$ cat config.mk
export PLATFORM = sky130hd
export DESIGN_NAME = lectura
export DESIGN_NICKNAME = d
export VERILOG_FILES = /design/src/rtl/lectura.sv
export SDC_FILE = /design/constraint.sdc
export NUM_CORES = 1
export LEC_CHECK = 0
export ABC_AREA = 1
export CAP_MARGIN = 40
export CORE_UTILIZATION = 40
export CTS_CLUSTER_DIAMETER = 200
export DETAILED_ROUTE_END_ITERATION = 12
export GPL_TIMING_DRIVEN = 0
export HOLD_SLACK_MARGIN = 0.06
export PLACE_DENSITY = 0.64
export SYNTH_ARGS = -nofsm -noshare
export SYNTH_HDL_FRONTEND = slang
export SYNTH_SLANG_ARGS = --single-unit
$ cat constraint.sdc
create_clock -name CLK100MHZ -period 5.4 [get_ports CLK100MHZ]
set_clock_uncertainty 0.2 [all_clocks]
set_input_delay 1.08 -clock CLK100MHZ [delete_from_list [all_inputs] [get_ports CLK100MHZ]]
set_output_delay 1.08 -clock CLK100MHZ [all_outputs]
set_load 0.01 [all_outputs]
$ cat src/rtl/lectura.sv
// Input-capture front end of the sequential 8x8 multiplier: synchronizes the switch banks and
// push-button, debounces the button and latches both operands with a start pulse on each press.
module lectura #(
    parameter int DEBOUNCE_CYCLES = 1_000_000,
    parameter int SYNC_STAGES     = 2
) (
    input  logic        CLK100MHZ,
    input  logic        reset,
    input  logic [7:0]  A,
    input  logic [7:0]  B,
    input  logic        pb_entrada,
    output logic [15:0] LED,
    output logic        LED_reset,
    output logic        LED_pb,
    output logic [7:0]  multiplicador,
    output logic [7:0]  multiplicando,
    output logic        pushbutton_salida
);
    localparam int CNT_W = $clog2(DEBOUNCE_CYCLES);
    localparam logic [CNT_W-1:0] CNT_LAST = CNT_W'(DEBOUNCE_CYCLES - 1);

    logic [SYNC_STAGES-1:0][7:0] a_sync_q, a_sync_d;
    logic [SYNC_STAGES-1:0][7:0] b_sync_q, b_sync_d;
    logic [SYNC_STAGES-1:0]      pb_sync_q, pb_sync_d;
    logic [CNT_W-1:0]            cnt_q, cnt_d;
    logic                        db_q, db_d;
    logic [15:0]                 led_q, led_d;
    logic                        led_reset_q;
    logic [7:0]                  op_a_q, op_a_d;
    logic [7:0]                  op_b_q, op_b_d;
    logic                        pulse_q, pulse_d;

    logic [7:0] a_sync;
    logic [7:0] b_sync;
    logic       pb_sync;
    logic       press;

    assign a_sync  = a_sync_q[SYNC_STAGES-1];
    assign b_sync  = b_sync_q[SYNC_STAGES-1];
    assign pb_sync = pb_sync_q[SYNC_STAGES-1];

    // Next-state logic: synchronizer shift, debounce counter, press detection and operand capture.
    always_comb begin
        a_sync_d  = {a_sync_q[SYNC_STAGES-2:0], A};
        b_sync_d  = {b_sync_q[SYNC_STAGES-2:0], B};
        pb_sync_d = {pb_sync_q[SYNC_STAGES-2:0], pb_entrada};
        led_d     = {b_sync, a_sync};
        cnt_d     = {CNT_W{1'b0}};
        db_d      = db_q;
        op_a_d    = op_a_q;
        op_b_d    = op_b_q;

        // The counter only advances while the synchronized button disagrees with db,
        // so any bounce back to the current level restarts the window.
        if (pb_sync != db_q) begin
            if (cnt_q == CNT_LAST) begin
                db_d  = ~db_q;
                cnt_d = {CNT_W{1'b0}};
            end else begin
                cnt_d = cnt_q + CNT_W'(1);
            end
        end else begin
            cnt_d = {CNT_W{1'b0}};
        end

        press   = db_d & ~db_q;
        pulse_d = press;
        if (press) begin
            op_a_d = a_sync;
            op_b_d = b_sync;
        end else begin
            op_a_d = op_a_q;
            op_b_d = op_b_q;
        end
    end

    // State registers; the reset indicator keeps tracking reset even while it is asserted.
    always_ff @(posedge CLK100MHZ) begin
        led_reset_q <= reset;
        if (reset) begin
            a_sync_q  <= {(SYNC_STAGES*8){1'b0}};
            b_sync_q  <= {(SYNC_STAGES*8){1'b0}};
            pb_sync_q <= {SYNC_STAGES{1'b0}};
            cnt_q     <= {CNT_W{1'b0}};
            db_q      <= 1'b0;
            led_q     <= 16'h0000;
            op_a_q    <= 8'h00;
            op_b_q    <= 8'h00;
            pulse_q   <= 1'b0;
        end else begin
            a_sync_q  <= a_sync_d;
            b_sync_q  <= b_sync_d;
            pb_sync_q <= pb_sync_d;
            cnt_q     <= cnt_d;
            db_q      <= db_d;
            led_q     <= led_d;
            op_a_q    <= op_a_d;
            op_b_q    <= op_b_d;
            pulse_q   <= pulse_d;
        end
    end

    assign LED               = led_q;
    assign LED_reset         = led_reset_q;
    assign LED_pb            = db_q;
    assign multiplicador     = op_a_q;
    assign multiplicando     = op_b_q;
    assign pushbutton_salida = pulse_q;
endmodule

==> results_dict.tcl, run 1 <==
set metrics [dict create \
    grt_first_pass_wirelength_microns 10420 \
    die_x_microns 92.98 \
    cts_resized 0 \
    drtPass1Iterations 4 \
    synthTopCellsByArea "dfxtp_1, inv_1, nor2_1" \
    core-area_sq_um 7848 \
    die_y_microns 92.98 \
    seq_area_frac_synth 0.5382 \
    cp-end-kind "output pin" \
    synth.avg_cell_area_sq_um 7.456 \
    layout_commonest_cell "inv_1" \
    synth.distinct_cells 26 \
    cp_num_buf_inv 1 \
    crit_fanout 4 \
    synth.ff_latch_count 89 \
    synthArstFlopShare 0 \
    finalHoldViolations 0 \
    worst_slew_pin_slew_ns 0.4346 \
    grt_setup_unrepaired "no" \
    via_per_inst 4.200 \
    drv_slew 0 \
    clkSlewWorstSetupHoldPaths_ns 0.09 \
    syn-num-nets 464 \
    layout_common_cells "inv_1, nor2_1, dfxtp_1" \
    drive_gt1_frac 0.05848 \
    p_per_area_nw_per_um2 283.9 \
    cts_max_level 3 \
    critPathMaxStageDelay_ns 0.56 \
    overflow 0 \
    die-area_sq_um 8644 \
    place_hpwl_microns 4549 \
    yosysWarnings 0 \
    max_cap_viol_count 0 \
    gr-usage-all-layers 0.1548 \
    cp.arrival_ns 1.32 \
    ios 54 \
    cp-start-kind "flop" \
    wl_per_cell_microns 9.873 \
    setup_tns_ns 0 \
    outcome "finished, final reports clean" \
    p_leak_nw 1.727 \
    grt_pass1_vias 2421 \
    cts_hold_buf 0 \
    cts_root_buffer "clkbuf_8" \
    cts_setup_buffers 0 \
    ant_nets 0 \
    n_antenna_cell 0 \
    cts_sinks 89 \
    fp-row-count 32 \
    gp_congestion 0.8023 \
    slowest_stage "clkdlybuf4s50_1" \
    hold_class "reg -> reg" \
    grt_max_degree 20 \
    synth_top_area_share 0.5382 \
    min_period_over_period 0.4815 \
    clk_latency_ns 0.36 \
    antenna_found_initial 0 \
    start_util 0.4219 \
    crit_chain "clkdlybuf4s50_1" \
    drt_wl_total_microns 6072 \
    areaGrowthSynthToFinish_pct 25.93 \
    cts_made_buffers 9 \
    fmax_mhz 384.6 \
    drt_iter0_markers 83 \
    setup_viol 0 \
    ir_worst_vdd_v 0.0001667 \
    num_vias 2583 \
    netlist_area_sq_um 3311 \
    drc 0 \
    cts_max_path_buffers 2 \
    power_w 0.001184 \
    finalCriticalPeriod_ns 2.600 \
    yosysTopAreaCell "dfxtp_1" \
    yosys_most_used_dff "dfxtp_1" \
    worstSetupPathType "reg -> out" \
    worstPathRequired_ns 4.12 \
    synth_edf_count 0 \
    tritoncts "yes" \
    maxSlewHeadroom 0.7103 \
    syn_inst 444 \
    io_buffers 53 \
    cp_top_family "buffers and inverters" \
    fin_nets 528 \
]
-- routing by layer --
layer  global-route usage  vias up  routed length, microns
li1                     -     1430                       -
met1               0.1994     1091                    3173
met2               0.2390       49                    2478
met3              0.04309       13                     284
met4              0.07436        0                     136
met5                    0        -                       0
-- synth_stat cells, drive strengths merged (3+ instances only) --
master  instances
xnor2           3
nand4          22
inv           104
nor2          105
nor3            7
nand3          11
dfxtp          89
nand2          71
xor2            4
clkbuf          7
buf             7
a21oi           8
-- final cells by class --
type	instances	area, sq um
Tap cell	102	127.6
Inverter	105	394.1
Timing Repair Buffer	53	530.5
Clock buffer	9	123.9
Multi-Input combinational cell	236	1066
Fill cell	782	3679
Clock inverter	7	76.32
Sequential cell	89	1782
Buffer	14	68.82
-- stage by stage --
step	utilization	cell area (sq um)	instances	hold slack, ns	setup WS [ns]
finish	0.5313	4169	615	0.2028	2.800
global placement	0.5057	3969	599	0.1908	2.545
detailed placement	0.5057	3969	599	0.1917	2.536
global route	0.5313	4169	615	0.2171	2.758
floorplan	-	3311	444	0.1883	3.324
CTS	0.5313	4169	615	0.2047	2.767
-- flip-flops by register name, indices dropped and copies added (netlist names) --
name and flops:
LED 16, LED_pb 1, LED_reset 1, a_sync 8, a_sync_d 8, b_sync 8, b_sync_d 8, cnt_q 20
multiplicador 8, multiplicando 8, pb_sync_q 2, pushbutton_salida 1
-- final timing paths --
kind | slack, ns | start | depth (start not counted) | to
hold / removal | 0.20 | b_sync_d[9] | 2 | b_sync[1]
setup reg to reg | 3.47 | cnt_q[0] | 9 | multiplicando[5]
hold reg to reg | 0.20 | b_sync_d[9] | 2 | b_sync[1]
setup / recovery | 2.80 | LED_pb | 1 | LED_pb
-- worst min-delay path: stages (launching register included) --
cell	delay, ns
dfxtp_1	0.30
inv_1	0.04
nor2_1	0.03
-- kinds of logic after synthesis --
logic type	Yosys count	share of synthesized area
and+or+nand+nor	218	0.2838
buffers and inverters	119	0.1398
DFF	89	0.5382
AOI/OAI and AO/OA	10	0.01587
xor gates and xnor gates	7	0.01852
adders and majority gates	1	0.003779
-- power breakdown --
part	internal (W)	switching, W	total, W
combinational	0.0000258	0.0000265	0.0000524
sequential	0.000671	0.00000414	0.000676
clock	0.000187	0.000268	0.000456
total	0.000884	0.000299	0.00118
(Power assumes the default switching activity.)
==> inputs of run 2 (changes only) <==
- PLACE_DENSITY: 0.64 -> 0.66
- clock period: 5.4 -> 2.35 ns (I/O delays scaled with it)
==> results_dict.tcl, run 2 (synthesis gave the netlist of run 1 again) <==
set metrics [dict create \
    outcome "finished, final reports clean" \
    grt_setup_unrepaired "no" \
    tritoncts "yes" \
    layout_common_cells "inv_1, nor2_1, dfxtp_1" \
    gp_congestion 0.8184 \
    cts_made_buffers 9 \
    grt_first_pass_wirelength_microns 10420 \
    clk_latency_ns 0.36 \
    areaGrowthSynthToFinish_pct 26.08 \
    fmax_mhz 503.0 \
    overflow 0 \
    hold_class "reg -> reg" \
    cp.arrival_ns 1.32 \
    power_w 0.002715 \
    grt_pass1_vias 2372 \
    reg2reg_to "multiplicando[5]" \
    cts_hold_buf 0 \
    wl_per_cell_microns 10.05 \
    critPathMaxStageDelay_ns 0.56 \
    fin_nets 528 \
    largest_reg_flops 20 \
    die-area_sq_um 8644 \
    holdPathEnd "b_sync[3]" \
    drt_iter0_markers 92 \
    cp-end-kind "output pin" \
    layout_commonest_cell "inv_1" \
    worstSetupPathType "reg -> out" \
    cts_setup_buffers 0 \
    p_per_area_nw_per_um2 650.5 \
    drv_slew 0 \
    crit_fanout 4 \
    cts_sinks 89 \
    top_register "cnt_q" \
    drc 0 \
    n_antenna_cell 0 \
    worst_slew_pin_slew_ns 0.4348 \
    num_vias 2592 \
    drive_gt1_frac 0.05848 \
    slowest_stage "clkdlybuf4s50_1" \
    die_y_microns 92.98 \
    finalCriticalPeriod_ns 1.988 \
    fp-row-count 32 \
    place_ws_ns 0.09593 \
    worstPathRequired_ns 1.68 \
    ant_nets 0 \
    ir_worst_vdd_v 0.0004146 \
    cts_resized 0 \
    worst-r2r-cell-count 9 \
    cts_max_path_buffers 2 \
    core-area_sq_um 7848 \
    ios 54 \
    drt_wl_total_microns 6182 \
    clkSlewWorstSetupHoldPaths_ns 0.09 \
    crit_chain "clkdlybuf4s50_1" \
    timing.rr.start "cnt_q[0]" \
    cp_num_buf_inv 1 \
    finalHoldViolations 0 \
    place_hpwl_microns 4573 \
    start_util 0.4219 \
    cp-start-kind "flop" \
    cts_root_buffer "clkbuf_8" \
    path_depth 1 \
    min_period_over_period 0.8460 \
    antenna_found_initial 0 \
    maxSlewHeadroom 0.7101 \
    io_buffers 53 \
    hp-start "b_sync_d[11]" \
    fillers 756 \
    setup_tns_ns 0 \
    gr-usage-all-layers 0.1538 \
    timing.final.ws_setup_ns 0.3620 \
    setup_viol 0 \
    die_x_microns 92.98 \
    cp_top_family "buffers and inverters" \
    p_leak_nw 1.727 \
    r2r_slack_ns 0.43 \
    grt_max_degree 20 \
    cts_max_level 3 \
    drtPass1Iterations 4 \
    max_cap_viol_count 0 \
    via_per_inst 4.215 \
    min_path_cells 2 \
]
-- run 2: cell count changes in the layout (fill, tap and decap cells not counted), sizes merged --
cell    change
inv         -2
clkinv      +2
-- run 2: worst max path at each step --
stage / start / to / slack (ns)
3_5_place_dp: reset / multiplicador[1] / 0.1
6_report: LED_pb / LED_pb / 0.36
5_1_grt: cnt_q[0] / multiplicador[1] / 0.26
2_1_floorplan: cnt_q[0] / multiplicando[5] / 0.66
4_1_cts: LED_pb / LED_pb / 0.33
3_3_place_gp: reset / multiplicando[5] / 0.11
-- run 2: metal layers --
metal / track usage / vias up / wire [microns]
li1: - / 1433 / -
met1: 0.2151 / 1102 / 3256
met2: 0.2341 / 51 / 2671
met3: 0.02439 / 6 / 185
met4: 0.06795 / 0 / 69
met5: 0 / - / 0
-- run 2: layout make-up --
cell class	instances	area [sq um]	share of cell area
clock inverters	7	81.33	0.01948
clock buffers	9	123.9	0.02968
plain buffers	14	68.82	0.01649
flip-flops and latches	89	1782	0.4269
inverters	105	394.1	0.09442
well taps	102	127.6	0.03058
repair buffers	53	530.5	0.1271
multi-input cells	236	1066	0.2554
-- run 2: where the power goes --
| part | switching [W] | internal (W) |
|---|---|---|
| Clock | 0.000615 | 0.000426 |
| Sequential | 0.0000102 | 0.00154 |
| Combinational | 0.0000617 | 0.0000594 |
| Total | 0.000687 | 0.00203 |
-- run 2: per-stage QoR --
stage | cell area (sq um) | hold WS (ns) | util | cells
2_1_floorplan | 3311 | 0.1883 | - | 444
3_3_place_gp | 3969 | 0.1896 | 0.5057 | 599
3_5_place_dp | 3969 | 0.1924 | 0.5057 | 599
4_1_cts | 4174 | 0.2062 | 0.5319 | 615
5_1_grt | 4174 | 0.2158 | 0.5319 | 615
6_report | 4174 | 0.2053 | 0.5319 | 615
-- run 2: tightest hold or removal path, cell delays in order (launching register included) --
cell     delay, ns
dfxtp_1       0.31
inv_1         0.04
nor2_1        0.03
==> inputs of run 3 (changes only) <==
- PLACE_DENSITY: 0.66 -> 0.64
- clock period: 2.35 -> 1.9 ns (I/O delays scaled with it)
==> results_dict.tcl, run 3 (synthesis gave the netlist of run 1 again) <==
set metrics [dict create \
    outcome "finished, final reports clean" \
    grt_pass1_vias 2424 \
    cts_sinks 89 \
    io_buffers 53 \
    num_vias 2620 \
    die-area_sq_um 8644 \
    overflow 0 \
    top_register "cnt_q" \
    cp.arrival_ns 1.27 \
    die_y_microns 92.98 \
    ios 54 \
    crit_chain "clkdlybuf4s50_1" \
    tritoncts "yes" \
    internal-power_w 0.002515 \
    ant_nets 0 \
    areaGrowthSynthToFinish_pct 28.27 \
    worst_slew_pin_slew_ns 0.4291 \
    fmax_mhz 541.9 \
    start_util 0.4219 \
    die_x_microns 92.98 \
    antenna_found_initial 0 \
    setup_viol 0 \
    via_per_inst 4.226 \
    switching_share 0.2531 \
    cp_num_buf_inv 1 \
    p_switching_w 0.0008525 \
    drt_wl_total_microns 6235 \
    gr-usage-all-layers 0.1550 \
    hold_class "reg -> reg" \
    place_ws_ns -0.2637 \
    slowest_stage "clkdlybuf4s50_1" \
    p_clk_frac 0.385 \
    finalHoldViolations 0 \
    instances_no_fill 620 \
    timing.final.ws_setup_ns 0.05448 \
    critPathMaxStageDelay_ns 0.54 \
    p_leak_nw 1.759 \
    ir_worst_vdd_v 0.0004738 \
    core-area_sq_um 7848 \
    multi_input_area_sq_um 1089 \
    seqPwrFrac 0.570 \
    clkSlewWorstSetupHoldPaths_ns 0.09 \
    fp-row-count 32 \
    cts_root_buffer "clkbuf_8" \
    cp-start-kind "flop" \
    cp_top_family "buffers and inverters" \
    drt_iter0_markers 94 \
    place_hpwl_microns 4549 \
    n_antenna_cell 0 \
    largest_reg_flops 20 \
    p_per_area_nw_per_um2 793.0 \
    grt_first_pass_wirelength_microns 10430 \
    cp-end-kind "output pin" \
    dpl_cell_area_sq_um 3969 \
    crit_fanout 4 \
    dp.cells 599 \
    maxSlewHeadroom 0.7139 \
    fin_nets 533 \
    cts_hold_buf 0 \
    drv_slew 0 \
    seqCellArea_sq_um 1785 \
    grt_max_degree 20 \
    gp_congestion 0.8023 \
    min_period_over_period 0.9713 \
    cts_max_level 3 \
    cts_made_buffers 9 \
    layout_commonest_cell "inv_1" \
    finalCriticalPeriod_ns 1.846 \
    final_area_sq_um 4247 \
    cts_max_path_buffers 2 \
    fillers 783 \
    drtPass1Iterations 4 \
    max_cap_viol_count 0 \
    drc 0 \
    layout_common_cells "inv_1, nor2_1, dfxtp_1" \
    worstSetupPathType "reg -> out" \
    clk_latency_ns 0.36 \
    p_comb_frac 0.045 \
    wl_per_cell_microns 10.06 \
    drive_gt1_frac 0.08108 \
    worstPathRequired_ns 1.32 \
]
[run 3: stage by stage]
step	setup TNS, ns	hold WS (ns)	power (W)	util
after detailed placement	-13.68	0.1917	0.002115	0.5057
after global routing	-0.03470	0.2171	0.003508	0.5411
after floorplan	0	0.1883	0.002035	-
after CTS	0	0.2047	0.003413	0.5320
after global placement	-13.06	0.1908	0.002112	0.5057
final	0	0.2027	0.003368	0.5411
[run 3: routing by layer]
layer / track usage / routed length, microns / share of wire / vias up
met5: 0 / 0 / 0 / -
met4: 0.07436 / 133 / 0.021 / 0
met3: 0.04309 / 330 / 0.053 / 12
met2: 0.2402 / 2614 / 0.42 / 58
met1: 0.1989 / 3157 / 0.51 / 1109
li1: - / - / - / 1441
[run 3: worst paths after layout]
path	from	endpoint	slack [ns]	cells past startpoint
worst max-delay path	LED_pb	LED_pb	0.05	1
worst min register to register	b_sync_d[9]	b_sync[1]	0.20	2
worst min-delay path	b_sync_d[9]	b_sync[1]	0.20	2
worst max register to register	cnt_q[0]	multiplicando[5]	0.12	9
[run 3: area by class of cell]
cell class | instances | share of cell area
sequential | 89 | 0.4204
multi-input combinational | 236 | 0.2563
timing repair buffer | 58 | 0.1346
inverter | 105 | 0.09281
tap | 102 | 0.03005
clock buffer | 9 | 0.02917
buffer | 14 | 0.01856
clock inverter | 7 | 0.01797
[run 3: power by group through the flow]
| stage | Clock, W | Sequential (W) | Combinational, W |
|---|---|---|---|
| finish | 0.00130 | 0.00192 | 0.000151 |
| global route | 0.00141 | 0.00193 | 0.000172 |
| CTS | 0.00134 | 0.00192 | 0.000151 |
| detailed placement | 0 | 0.00196 | 0.000151 |
| global placement | 0 | 0.00196 | 0.000149 |
| floorplan | 0 | 0.00197 | 0.0000686 |
[run 3: what timing repair did]
item,CTS,global route
cloned,0,1
resized for setup,2,15
pin swaps,0,4
endpoints found under the setup margin,4,31
endpoints found under the hold margin,0,0
buffers inserted,0,4
